**config.mk**
```make
export PLATFORM = sky130hd
export DESIGN_NAME = multicycle_control
export DESIGN_NICKNAME = d
export VERILOG_FILES = /design/src/rtl/mips_ctrl_pkg.sv /design/src/rtl/mc_output_decode.sv /design/src/rtl/multicycle_control.sv
export SDC_FILE = /design/constraint.sdc
export NUM_CORES = 1
export LEC_CHECK = 0
export ABC_AREA = 1
export CAP_MARGIN = 20
export CELL_PAD_IN_SITES_DETAIL_PLACEMENT = 2
export CELL_PAD_IN_SITES_GLOBAL_PLACEMENT = 2
export CORE_MARGIN = 3
export CORE_UTILIZATION = 26
export CTS_CLUSTER_SIZE = 10
export DETAILED_ROUTE_END_ITERATION = 8
export GPL_TIMING_DRIVEN = 0
export HOLD_SLACK_MARGIN = 0.08
export PLACE_DENSITY_LB_ADDON = 0.05
export SLEW_MARGIN = 25
export SYNTH_ARGS = -nofsm -noshare
export SYNTH_HDL_FRONTEND = slang
export SYNTH_HIERARCHICAL = 1
export SYNTH_SLANG_ARGS = --single-unit
```
**constraint.sdc**
```tcl
create_clock -name clk -period 1.9 [get_ports clk]
set_input_delay 0.285 -clock clk [delete_from_list [all_inputs] [get_ports clk]]
set_output_delay 0.285 -clock clk [all_outputs]
set_load 0.05 [all_outputs]
```
**src/rtl/mips_ctrl_pkg.sv**
```systemverilog
// Shared encodings for the multicycle MIPS controller: opcodes, FSM states,
// ALU/mux select codes (the ALU select codes are also consumed by alu_control).
package mips_ctrl_pkg;

  localparam logic [5:0] OP_RTYPE = 6'b000000;
  localparam logic [5:0] OP_LW    = 6'b100011;
  localparam logic [5:0] OP_SW    = 6'b101011;
  localparam logic [5:0] OP_ADDI  = 6'b001000;
  localparam logic [5:0] OP_BEQ   = 6'b000100;
  localparam logic [5:0] OP_J     = 6'b000010;

  typedef enum logic [3:0] {
    S_IDLE      = 4'd0,
    S_FETCH     = 4'd1,
    S_DECODE    = 4'd2,
    S_MEM_ADDR  = 4'd3,
    S_MEM_RD    = 4'd4,
    S_MEM_WB    = 4'd5,
    S_MEM_WR    = 4'd6,
    S_R_EXEC    = 4'd7,
    S_R_WB      = 4'd8,
    S_ADDI_EXEC = 4'd9,
    S_ADDI_WB   = 4'd10,
    S_BRANCH    = 4'd11,
    S_JUMP      = 4'd12,
    S_TRAP      = 4'd13
  } state_t;

  localparam logic [1:0] ALUOP_ADD   = 2'b00;
  localparam logic [1:0] ALUOP_SUB   = 2'b01;
  localparam logic [1:0] ALUOP_FUNCT = 2'b10;

  localparam logic [1:0] SRCB_RT     = 2'b00;
  localparam logic [1:0] SRCB_FOUR   = 2'b01;
  localparam logic [1:0] SRCB_IMM    = 2'b10;
  localparam logic [1:0] SRCB_IMM_SH = 2'b11;

  localparam logic [1:0] PCSRC_ALU    = 2'b00;
  localparam logic [1:0] PCSRC_ALUOUT = 2'b01;
  localparam logic [1:0] PCSRC_JUMP   = 2'b10;

  // True in the last cycle of an instruction; TRAP never retires.
  function automatic logic retires(state_t s, logic mem_ready);
    case (s)
      S_MEM_WB, S_R_WB, S_ADDI_WB, S_BRANCH, S_JUMP: retires = 1'b1;
      S_MEM_WR:                                       retires = mem_ready;
      default:                                        retires = 1'b0;
    endcase
  endfunction

endpackage

```
**src/rtl/mc_output_decode.sv**
```systemverilog
// Purpose: combinational map from FSM state (and mem_ready) to datapath strobes.
// Latency: zero cycles, purely combinational.
// Backpressure: mem_ready gates only the FETCH writes; all other strobes hold while stalled.
module mc_output_decode
  import mips_ctrl_pkg::*;
(
  input  logic [3:0] state,
  input  logic       mem_ready,
  output logic       pc_write,
  output logic       pc_write_cond,
  output logic       iord,
  output logic       mem_read,
  output logic       mem_write,
  output logic       ir_write,
  output logic       mem_to_reg,
  output logic       reg_dst,
  output logic       reg_write,
  output logic       alu_src_a,
  output logic [1:0] alu_src_b,
  output logic [1:0] alu_op,
  output logic [1:0] pc_source
);

  always_comb begin
    pc_write      = 1'b0;
    pc_write_cond = 1'b0;
    iord          = 1'b0;
    mem_read      = 1'b0;
    mem_write     = 1'b0;
    ir_write      = 1'b0;
    mem_to_reg    = 1'b0;
    reg_dst       = 1'b0;
    reg_write     = 1'b0;
    alu_src_a     = 1'b0;
    alu_src_b     = SRCB_RT;
    alu_op        = ALUOP_ADD;
    pc_source     = PCSRC_ALU;
    case (state)
      S_FETCH: begin
        mem_read  = 1'b1;
        alu_src_b = SRCB_FOUR;
        ir_write  = mem_ready;
        pc_write  = mem_ready;
      end
      // Branch target is precomputed here so BRANCH only needs the compare.
      S_DECODE:    alu_src_b = SRCB_IMM_SH;
      S_MEM_ADDR: begin
        alu_src_a = 1'b1;
        alu_src_b = SRCB_IMM;
      end
      S_MEM_RD: begin
        mem_read = 1'b1;
        iord     = 1'b1;
      end
      S_MEM_WR: begin
        mem_write = 1'b1;
        iord      = 1'b1;
      end
      S_MEM_WB: begin
        reg_write  = 1'b1;
        mem_to_reg = 1'b1;
      end
      S_R_EXEC: begin
        alu_src_a = 1'b1;
        alu_op    = ALUOP_FUNCT;
      end
      S_R_WB: begin
        reg_write = 1'b1;
        reg_dst   = 1'b1;
      end
      S_ADDI_EXEC: begin
        alu_src_a = 1'b1;
        alu_src_b = SRCB_IMM;
      end
      S_ADDI_WB:   reg_write = 1'b1;
      S_BRANCH: begin
        alu_src_a     = 1'b1;
        alu_op        = ALUOP_SUB;
        pc_write_cond = 1'b1;
        pc_source     = PCSRC_ALUOUT;
      end
      S_JUMP: begin
        pc_write  = 1'b1;
        pc_source = PCSRC_JUMP;
      end
      default: ;
    endcase
  end

endmodule

```
**src/rtl/multicycle_control.sv**
```systemverilog
// Purpose: multicycle MIPS sequencing FSM with retire counter and sticky illegal-opcode flag.
// Latency: lw 5, sw/R/addi 4, beq/j 3 cycles; retire is registered one cycle after the last state.
// Backpressure: mem_ready low in FETCH/MEM_RD/MEM_WR holds the state with strobes stable.
module multicycle_control
  import mips_ctrl_pkg::*;
#(
  parameter int CNT_W = 32
) (
  input  logic             clk,
  input  logic             rst_n,
  input  logic [5:0]       opcode,
  input  logic             zero_flag,
  input  logic             mem_ready,
  output logic             PCWrite,
  output logic             PCWriteCond,
  output logic             pc_en,
  output logic             IorD,
  output logic             MemRead,
  output logic             MemWrite,
  output logic             IRWrite,
  output logic             MemtoReg,
  output logic             RegDst,
  output logic             RegWrite,
  output logic             ALUSrcA,
  output logic [1:0]       ALUSrcB,
  output logic [1:0]       ALUOp,
  output logic [1:0]       PCSource,
  output logic             retire,
  output logic [CNT_W-1:0] instr_count,
  output logic             illegal,
  output logic [3:0]       state_dbg
);

  state_t state, next_state;

  always_ff @(posedge clk or negedge rst_n) begin
    if (!rst_n) state <= S_IDLE;
    else        state <= next_state;
  end

  always_comb begin
    next_state = state;
    case (state)
      S_IDLE:   next_state = S_FETCH;
      S_FETCH:  if (mem_ready) next_state = S_DECODE;
      S_DECODE: begin
        case (opcode)
          OP_RTYPE:     next_state = S_R_EXEC;
          OP_LW, OP_SW: next_state = S_MEM_ADDR;
          OP_ADDI:      next_state = S_ADDI_EXEC;
          OP_BEQ:       next_state = S_BRANCH;
          OP_J:         next_state = S_JUMP;
          default:      next_state = S_TRAP;
        endcase
      end
      // IR still holds the opcode, so lw/sw split is made after address calc.
      S_MEM_ADDR:  next_state = (opcode == OP_SW) ? S_MEM_WR : S_MEM_RD;
      S_MEM_RD:    if (mem_ready) next_state = S_MEM_WB;
      S_MEM_WR:    if (mem_ready) next_state = S_FETCH;
      S_R_EXEC:    next_state = S_R_WB;
      S_ADDI_EXEC: next_state = S_ADDI_WB;
      S_MEM_WB, S_R_WB, S_ADDI_WB, S_BRANCH, S_JUMP: next_state = S_FETCH;
      S_TRAP:      next_state = S_TRAP;
      default:     next_state = S_IDLE;
    endcase
  end

  always_ff @(posedge clk or negedge rst_n) begin
    if (!rst_n) begin
      retire      <= 1'b0;
      instr_count <= '0;
      illegal     <= 1'b0;
    end else begin
      retire <= retires(state, mem_ready);
      if (retires(state, mem_ready)) instr_count <= instr_count + CNT_W'(1);
      illegal <= illegal | (next_state == S_TRAP);
    end
  end

  mc_output_decode u_decode (
    .state         (state),
    .mem_ready     (mem_ready),
    .pc_write      (PCWrite),
    .pc_write_cond (PCWriteCond),
    .iord          (IorD),
    .mem_read      (MemRead),
    .mem_write     (MemWrite),
    .ir_write      (IRWrite),
    .mem_to_reg    (MemtoReg),
    .reg_dst       (RegDst),
    .reg_write     (RegWrite),
    .alu_src_a     (ALUSrcA),
    .alu_src_b     (ALUSrcB),
    .alu_op        (ALUOp),
    .pc_source     (PCSource)
  );

  assign pc_en     = PCWrite | (PCWriteCond & zero_flag);
  assign state_dbg = state;

endmodule

```
After elaboration in Yosys (flattened, before gate mapping):

Cells that the tools add are included.
W data, S select, Z words.

* register bits after elaboration: 38
* input port bits: 10
* output and inout bits: 55
* logic and storage cells: 57

* add/subtract/negate cells: 1
* eq/ne operators: 19
* multiplexer cells: 20
* bitwise operators: 3
* reductions and logical operators: 10

Operator list (count)
* $pmux W4 S9: 1
* $add A32 B1 Y32 const B: 1
* $eq A4 B4 Y1 const B: 7
* $pmux W4 S5: 1
* $eq A4 B3 Y1 const B: 4
* $eq A6 B6 Y1 const B: 2
* $mux W4: 3
* $mux W1: 9
* $eq A4 B2 Y1 const B: 2
* $pmux W2 S2: 2
* $reduce_or A2 Y1: 4
* $eq A6 B2 Y1 const B: 1
* $eq A6 B3 Y1 const B: 1
* $eq A6 B4 Y1 const B: 1
* $logic_not A6 Y1: 1
* $pmux W2 S3: 1
* $reduce_or A6 Y1: 1
* $reduce_or A5 Y1: 1
* $eq A4 B1 Y1 const B: 1
* $logic_not A4 Y1: 1
* $pmux W1 S2: 2
* $reduce_or A4 Y1: 1
* $reduce_or A3 Y1: 1
* $mux W2: 1
* 2 further kinds: 3

Longest topological paths before layout:

Gate-level depths: netlist (run 1).

* depth in word-level cells: 6
* gate-level depth with buffers: 12

By module:

The synthesis (run 1) kept the hierarchy.

Modules (own cells, without submodules)
* multicycle_control: instances 1, cells an instance 402, area each 2581.2 µm², sequential area each 950.9 µm²
* mc_output_decode: instances 1, cells an instance 35, area each 167.7 µm², sequential area each 0.0 µm²

Least setup slack after synthesis (run 1):

OpenSTA, ideal clock, no wires.

* path type: register to output
* start point: register state[1], in the netlist state_dbg[1]
* end point: output pc_en
* data arrival time: 2338 ps
* slack: -723 ps
* cell stages (with the launch flop): 4
* buffers on the path: 0
* cell sequence: dfrtp_1 nand2_1 nor2_1 a21o_1

* cells in the longest elaborated chain, start to end: 4

Ends and longest elaborated chain
* start, declared: RTL line multicycle_control.sv:34 `state_t state, next_state;`
* start signal, assigned: RTL line multicycle_control.sv:38 `else state <= next_state;`
* $eq A4 B4 Y1: RTL line mc_output_decode.sv:38 `case (state)`
* $mux W1: RTL line mc_output_decode.sv:38
* via PCWriteCond: RTL line multicycle_control.sv:15 `output logic PCWriteCond,`
* $and A1 B1 Y1: RTL line multicycle_control.sv:98 `assign pc_en = PCWrite | (PCWriteCond & zero_flag);`
* $or A1 B1 Y1: RTL line multicycle_control.sv:98
* end, declared: RTL line multicycle_control.sv:16 `output logic pc_en,`

The timed path passes the listed nets, and every way through them passes these cells.

Final worst setup path (run 1):

* start point: register instr_count[5]
* end point: output instr_count[5]

RTL lines
* start, declared: RTL line multicycle_control.sv:29 `output logic [CNT_W-1:0] instr_count,`
* start signal, assigned: RTL line multicycle_control.sv:75 `if (retires(state, mem_ready)) instr_count <= instr_count + CNT_W'(1);`

No word-level cell between the ends.

==> out/results.tsv, run 1 <==
metric	value	unit
Reg2Reg Setup Slack	0.14	ns
setup TNS	0	ns
GRT Residual Overflow	0	
Routed WL per cell	15.6	µm
TritonCTS Buffers	5	
Ys Warns	6	
# rows	36	
Initial Util	0.274	
Num Clock Sinks	38	
Synth Area in Adders	0.00455	
slowest CP cell	clkdlybuf4s50_1	
sequential area share after synthesis	0.346	
# IOs	65	
Post-Syn Area per Cell	6.29	µm²
Power Density	1250	mW/mm²
max incr delay on CP	0.83	ns
gpl congestion	0.833	
CP Cell Sequence	clkdlybuf4s50_1	
DRC viols	0	
Die W	109	µm
GR Util All Layers	0.182	
syn nets	448	
DR vias	3041	
vias in the first global route	3315	
main combinational cell family by area after synthesis	simple AND/OR/NAND/NOR gates	
Die H	109	µm
Slew Limit Fails	0	
CP Class	flop to output pin	
Critical Path RT	1.62	ns
vias per cell	4.68	
CP endpoint kind	output pin	
Routed Antenna Nets	0	
FFs w/ async S/R, synth	1.00	
final setup vio count	0	
VDD IR max	0.580	mV
post-synthesis cell type count	27	
Core Area	0.0100	mm²
Initial DRT Pass Iterations	4	
Critical Path Stages	1	
initial DRC count	116	
Post-Route WL	10100	µm
leakage power	1.92	nW
HPWL after DPL	8160	µm
Worst Skew	0.0101	ns
crit start category	flop	
worst reg2reg path depth	9	
Root Driver	clkbuf_8	
Primary FF master, synth	dfrtp_1	
clock tree buffer depth	2	
IO buf count	64	
Post-Synthesis Cells	437	
HP Class	input pin to asynchronous set/reset pin	
post-synthesis compound-gate area fraction	0.0332	
Worst Setup SP	instr_count[5]	
slew of the pin with the lowest slew margin	0.530	ns
Max transition margin	0.648	
CTS clock-pin slew for the worst setup and hold paths	0.08	ns
fin crit share	0.972	
Yosys reg bits	38	
clk_lat worst skew	0.29	ns
CP Max Fanout	5	
Post-Syn Area	0.00275	mm²
initial antenna violation count	0	
pin count of the biggest net entering global routing	23	
post-synthesis mux area share	0	
global-route wire length before repair	17000	µm
Max Clk Rate	0.541	GHz
die area	0.0118	mm²
Final min period	1.85	ns
area grow syn2layout	36.7	%
layout cells sized above 1	0.161	
Post-synth EDFFs	0	
fill cell count	1243	
Synth Area in Simple Gates	0.487	
end of the worst register-to-register path	instr_count[27]	
R2R Path Start	instr_count[9]	
# H-tree levels	2	
Crit path buffers/inverters	1	
Max-cap violations	0	
critical path endpoint	instr_count[5]	
outcome	finished clean	
worst path arrival time	1.56	ns
Hold WS	0.461	ns
cell family with most CP delay	buffers and inverters	
xor and xnor area share after synthesis	0.0446	
ant diodes	0	
Fin. Hold Viols	0	
TritonCTS clock tree	built	
# nets final	527	
## flip-flops by register name, indices dropped and copies added (netlist names)
| signal | cells |
|---|---|
| instr_count | 32 |
| illegal | 1 |
| retire | 1 |
| state_dbg | 4 |
## Yosys cell counts, types with 4 or more instances
| cell type | count | area [µm²] |
|---|---|---|
| dfrtp_1 | 38 | 951 |
| inv_1 | 44 | 165 |
| inv_2 | 5 | 18.8 |
| nand2_1 | 181 | 679 |
| nand3_1 | 24 | 120 |
| nand3b_1 | 9 | 67.6 |
| nand4_1 | 6 | 37.5 |
| nor2_1 | 65 | 244 |
| nor3_1 | 14 | 70.1 |
| o21ai_0 | 11 | 55.1 |
| xnor2_1 | 4 | 35.0 |
| xor2_1 | 10 | 87.6 |
## layout by cell type (no fill, tap or decap), types with 2 or more instances in the layout
master           synthesis  final
nor2_2                   3      8
clkdlybuf4s50_1          0     24
o21ai_1                  2      2
nand3_2                  2      2
dlygate4sd2_1            0     12
nand4_1                  6      6
nand2_2                  1      4
nor3_1                  14     13
dlymetal6s2s_1           0     10
nand3_1                 24     23
nor2_4                   3      7
clkdlybuf4s15_2          0      2
dfrtp_1                 38     32
dfrtp_2                  0      6
clkbuf_8                 0      6
nor2_1                  65     56
buf_4                    3     12
inv_2                    5      7
inv_1                   44     42
nand3b_1                 9      9
o21ai_0                 11     10
a21oi_2                  1      2
xnor2_1                  4      4
nand2_1                181    178
buf_2                    3     15
xor2_1                  10     10
## worst min path at each step
stage / endpoint / slack, ns / cells after the start
5_1_grt: instr_count[0] / 0.51 / 2
2_1_floorplan: illegal / -0.01 / 0
6_report: instr_count[9] / 0.46 / 2
3_3_place_gp: illegal / 0.47 / 2
3_5_place_dp: instr_count[0] / 0.26 / 1
4_1_cts: instr_count[9] / 0.48 / 2
## cells by family after synthesis
logic type      Yosys count
flops                    38
buf+inv                  56
compound gates           17
xor+xnor                 14
fa+ha+maj                 1
simple gates            311
## per-layer routing
layer / wire (µm) / track usage
met4: 62 / 0.0271
met2: 4690 / 0.294
met3: 298 / 0.0237
met1: 5090 / 0.263
met5: 0 / 0
## timing repair
item	in CTS	in global routing
resized for setup	97	30
hold buffers	1	0
buffers inserted	0	6
setup endpoints to repair	35	36
hold endpoints to repair	16	0
## metrics by stage
stage	util	worst slack [ns]	area (µm²)	power, mW	instances
floorplan	-	-0.138	2780	3.12	437
global placement	0.357	-0.744	3580	4.03	634
detailed placement	0.358	-0.390	3600	4.11	635
CTS	0.363	0.000799	3650	4.61	644
global route	0.374	-0.0136	3760	5.03	650
finish	0.374	0.0528	3760	4.68	650
## area by class of cell
type                       count  area [µm²]  area share
buffer                         7        48.8      0.0130
clock buffer                   7        86.3      0.0230
clock inverter                 1        5.00     0.00133
inverter                      49         184      0.0490
multi-input combinational    343        1650       0.439
sequential                    38         958       0.255
tap                          133         166      0.0443
timing repair buffer          72         658       0.175
## report_power, final
part,switching (mW),internal [mW],total (mW)
Sequential,0.271,0.957,1.23
Combinational,2.04,0.817,2.86
Clock,0.303,0.294,0.597
Total,2.61,2.07,4.68
Note: power is estimated with default switching activity, not from simulation.
==> run 2, diff against run 1 <==
Settings changed: CORE_ASPECT_RATIO set to 0.5.
==> run 2 against run 1 <==
Net effect:
- sequential share of layout area is 0.14 points lower
- worst setup slack got worse by 0.0077 ns
- non-clock buffer count decreased by 6
- clock skew shrank 0.0054 ns
- sequential power hardly changed
- wire length shrank 2.3%
- worst hold slack got worse by 0.029 ns
- clock-buffer cell count fell by 2
- global-route usage is 0.65 points lower
- maximum frequency down 0.42%
- clock power grew 62%
- power grew 5.3%
- critical endpoint is now ALUSrcB[0]
==> out/results.tsv, run 2 (synthesis gave the netlist of run 1 again) <==
metric	value	unit
outcome	finished clean	
TritonCTS Buffers	5	
global-route wire length before repair	16600	µm
Die W	151	µm
VDD IR max	0.643	mV
placed instance area	0.00360	mm²
clk_lat worst skew	0.29	ns
Max-cap violations	0	
layout cells sized above 1	0.141	
initial antenna violation count	0	
Reg2Reg Setup Slack	0.13	ns
R2R Path Start	instr_count[0]	
total chip power	4.93	mW
Final Util	0.383	
TritonCTS clock tree	built	
Post-Route WL	9910	µm
# nets final	521	
Initial DRT Pass Iterations	4	
Routed Antenna Nets	0	
Num Clock Sinks	38	
leakage power	1.93	nW
CP endpoint kind	output pin	
CP Max Fanout	14	
final setup vio count	0	
Worst Skew	0.00473	ns
# Post-CTS Setup Buffers	0	
gpl congestion	0.784	
# IOs	65	
worst reg2reg path depth	8	
max reg flops	32	
setup TNS	0	ns
crit start category	flop	
pin count of the biggest net entering global routing	28	
vias in the first global route	3284	
M1 GR Usage	0.234	
vias per cell	4.67	
Slew Limit Fails	0	
Core Area	0.00985	mm²
# rows	25	
commonest cells after routing, fill and taps aside	181 x nand2_1, 57 x nor2_1, 44 x inv_1	
HP Class	input pin to asynchronous set/reset pin	
busiest grt layer	met2	
most flop-heavy register	instr_count	
Routed WL per cell	15.3	µm
Die H	78.7	µm
fin crit share	0.976	
placed cells	637	
Power Density	1310	mW/mm²
final worst slack	0.0451	ns
Critical Path RT	1.62	ns
Layout Cells excl Fill	646	
pre-CTS setup slack	-0.353	ns
CTS clock-pin slew for the worst setup and hold paths	0.06	ns
GR Util All Layers	0.175	
GRT Residual Overflow	0	
most common cell after layout, fill and taps aside	nand2_1	
area grow syn2layout	37.5	%
HPWL after DPL	7960	µm
post-route design area	0.00378	mm²
Root Driver	clkbuf_16	
die area	0.0119	mm²
Final min period	1.85	ns
clock tree buffer depth	2	
DR vias	3016	
worst path arrival time	1.57	ns
Max Clk Rate	0.539	GHz
IO buf count	64	
ant diodes	0	
slew of the pin with the lowest slew margin	0.557	ns
CP Class	flop to output pin	
# H-tree levels	2	
RSZ-0062 raised after global routing	yes	
Max transition margin	0.627	
met2 GRT Util	0.296	
DRC viols	0	
Fin. Hold Viols	0	
end of the worst register-to-register path	instr_count[12]	
Hold WS	0.432	ns
M3 GR Usage	0.0399	
Initial Util	0.279	
initial DRC count	68	
-- run 2: changes by cell type in the layout (fill, tap and decap cells not counted), moves of 3 or more --
cell	change
buf_4	-6
clkbuf_16	+5
nand2_2	-3
clkbuf_8	-6
nand2_1	+3
buf_2	-4
clkbuf_4	+3
-- run 2: area by class of cell --
cell class,instances,area [µm²]
sequential,38,958
inverter,49,184
fill,1201,6070
multi-input combinational,343,1630
timing repair buffer,66,627
clock buffer,5,125
tap,135,169
buffer,7,48.8
clock inverter,3,40.0
-- run 2: worst max-delay path by stage --
| stage | start | to | slack [ns] |
|---|---|---|---|
| 2_1_floorplan | state_dbg[2] | MemRead | -0.14 |
| 3_3_place_gp | rst_n | state_dbg[0] | -0.71 |
| 3_5_place_dp | mem_ready | pc_en | -0.35 |
| 4_1_cts | instr_count[0] | instr_count[12] | 0.001 |
| 5_1_grt | state_dbg[2] | pc_en | -0.06 |
| 6_report | state_dbg[1] | ALUSrcB[0] | 0.05 |
-- run 2: report_power, final --
part | switching [mW] | leakage, nW | internal (mW) | total [mW]
Sequential | 0.301 | 0.480 | 0.958 | 1.26
Clock | 0.352 | 0.0836 | 0.615 | 0.967
Combinational | 1.95 | 1.36 | 0.751 | 2.71
-- run 2: repair_timing --
item / 4_1_cts / 5_1_grt
endpoints found under the setup margin: 32 / 32
endpoints found under the hold margin: 11 / 0
hold buffers: 1 / 0
gates resized for setup: 89 / 29
-- run 2: per-layer routing --
layer	up-vias	wire length (µm)
li1	1494	-
met1	1470	4930
met2	48	4490
met3	4	436
met4	0	53
met5	-	0
-- run 2: worst max-delay path: stages (launching register included) --
cell and delay (ns):
dfrtp_2 0.53, nand2_1 0.21, nand2_1 0.09, nor2_2 0.08, clkdlybuf4s18_2 0.37
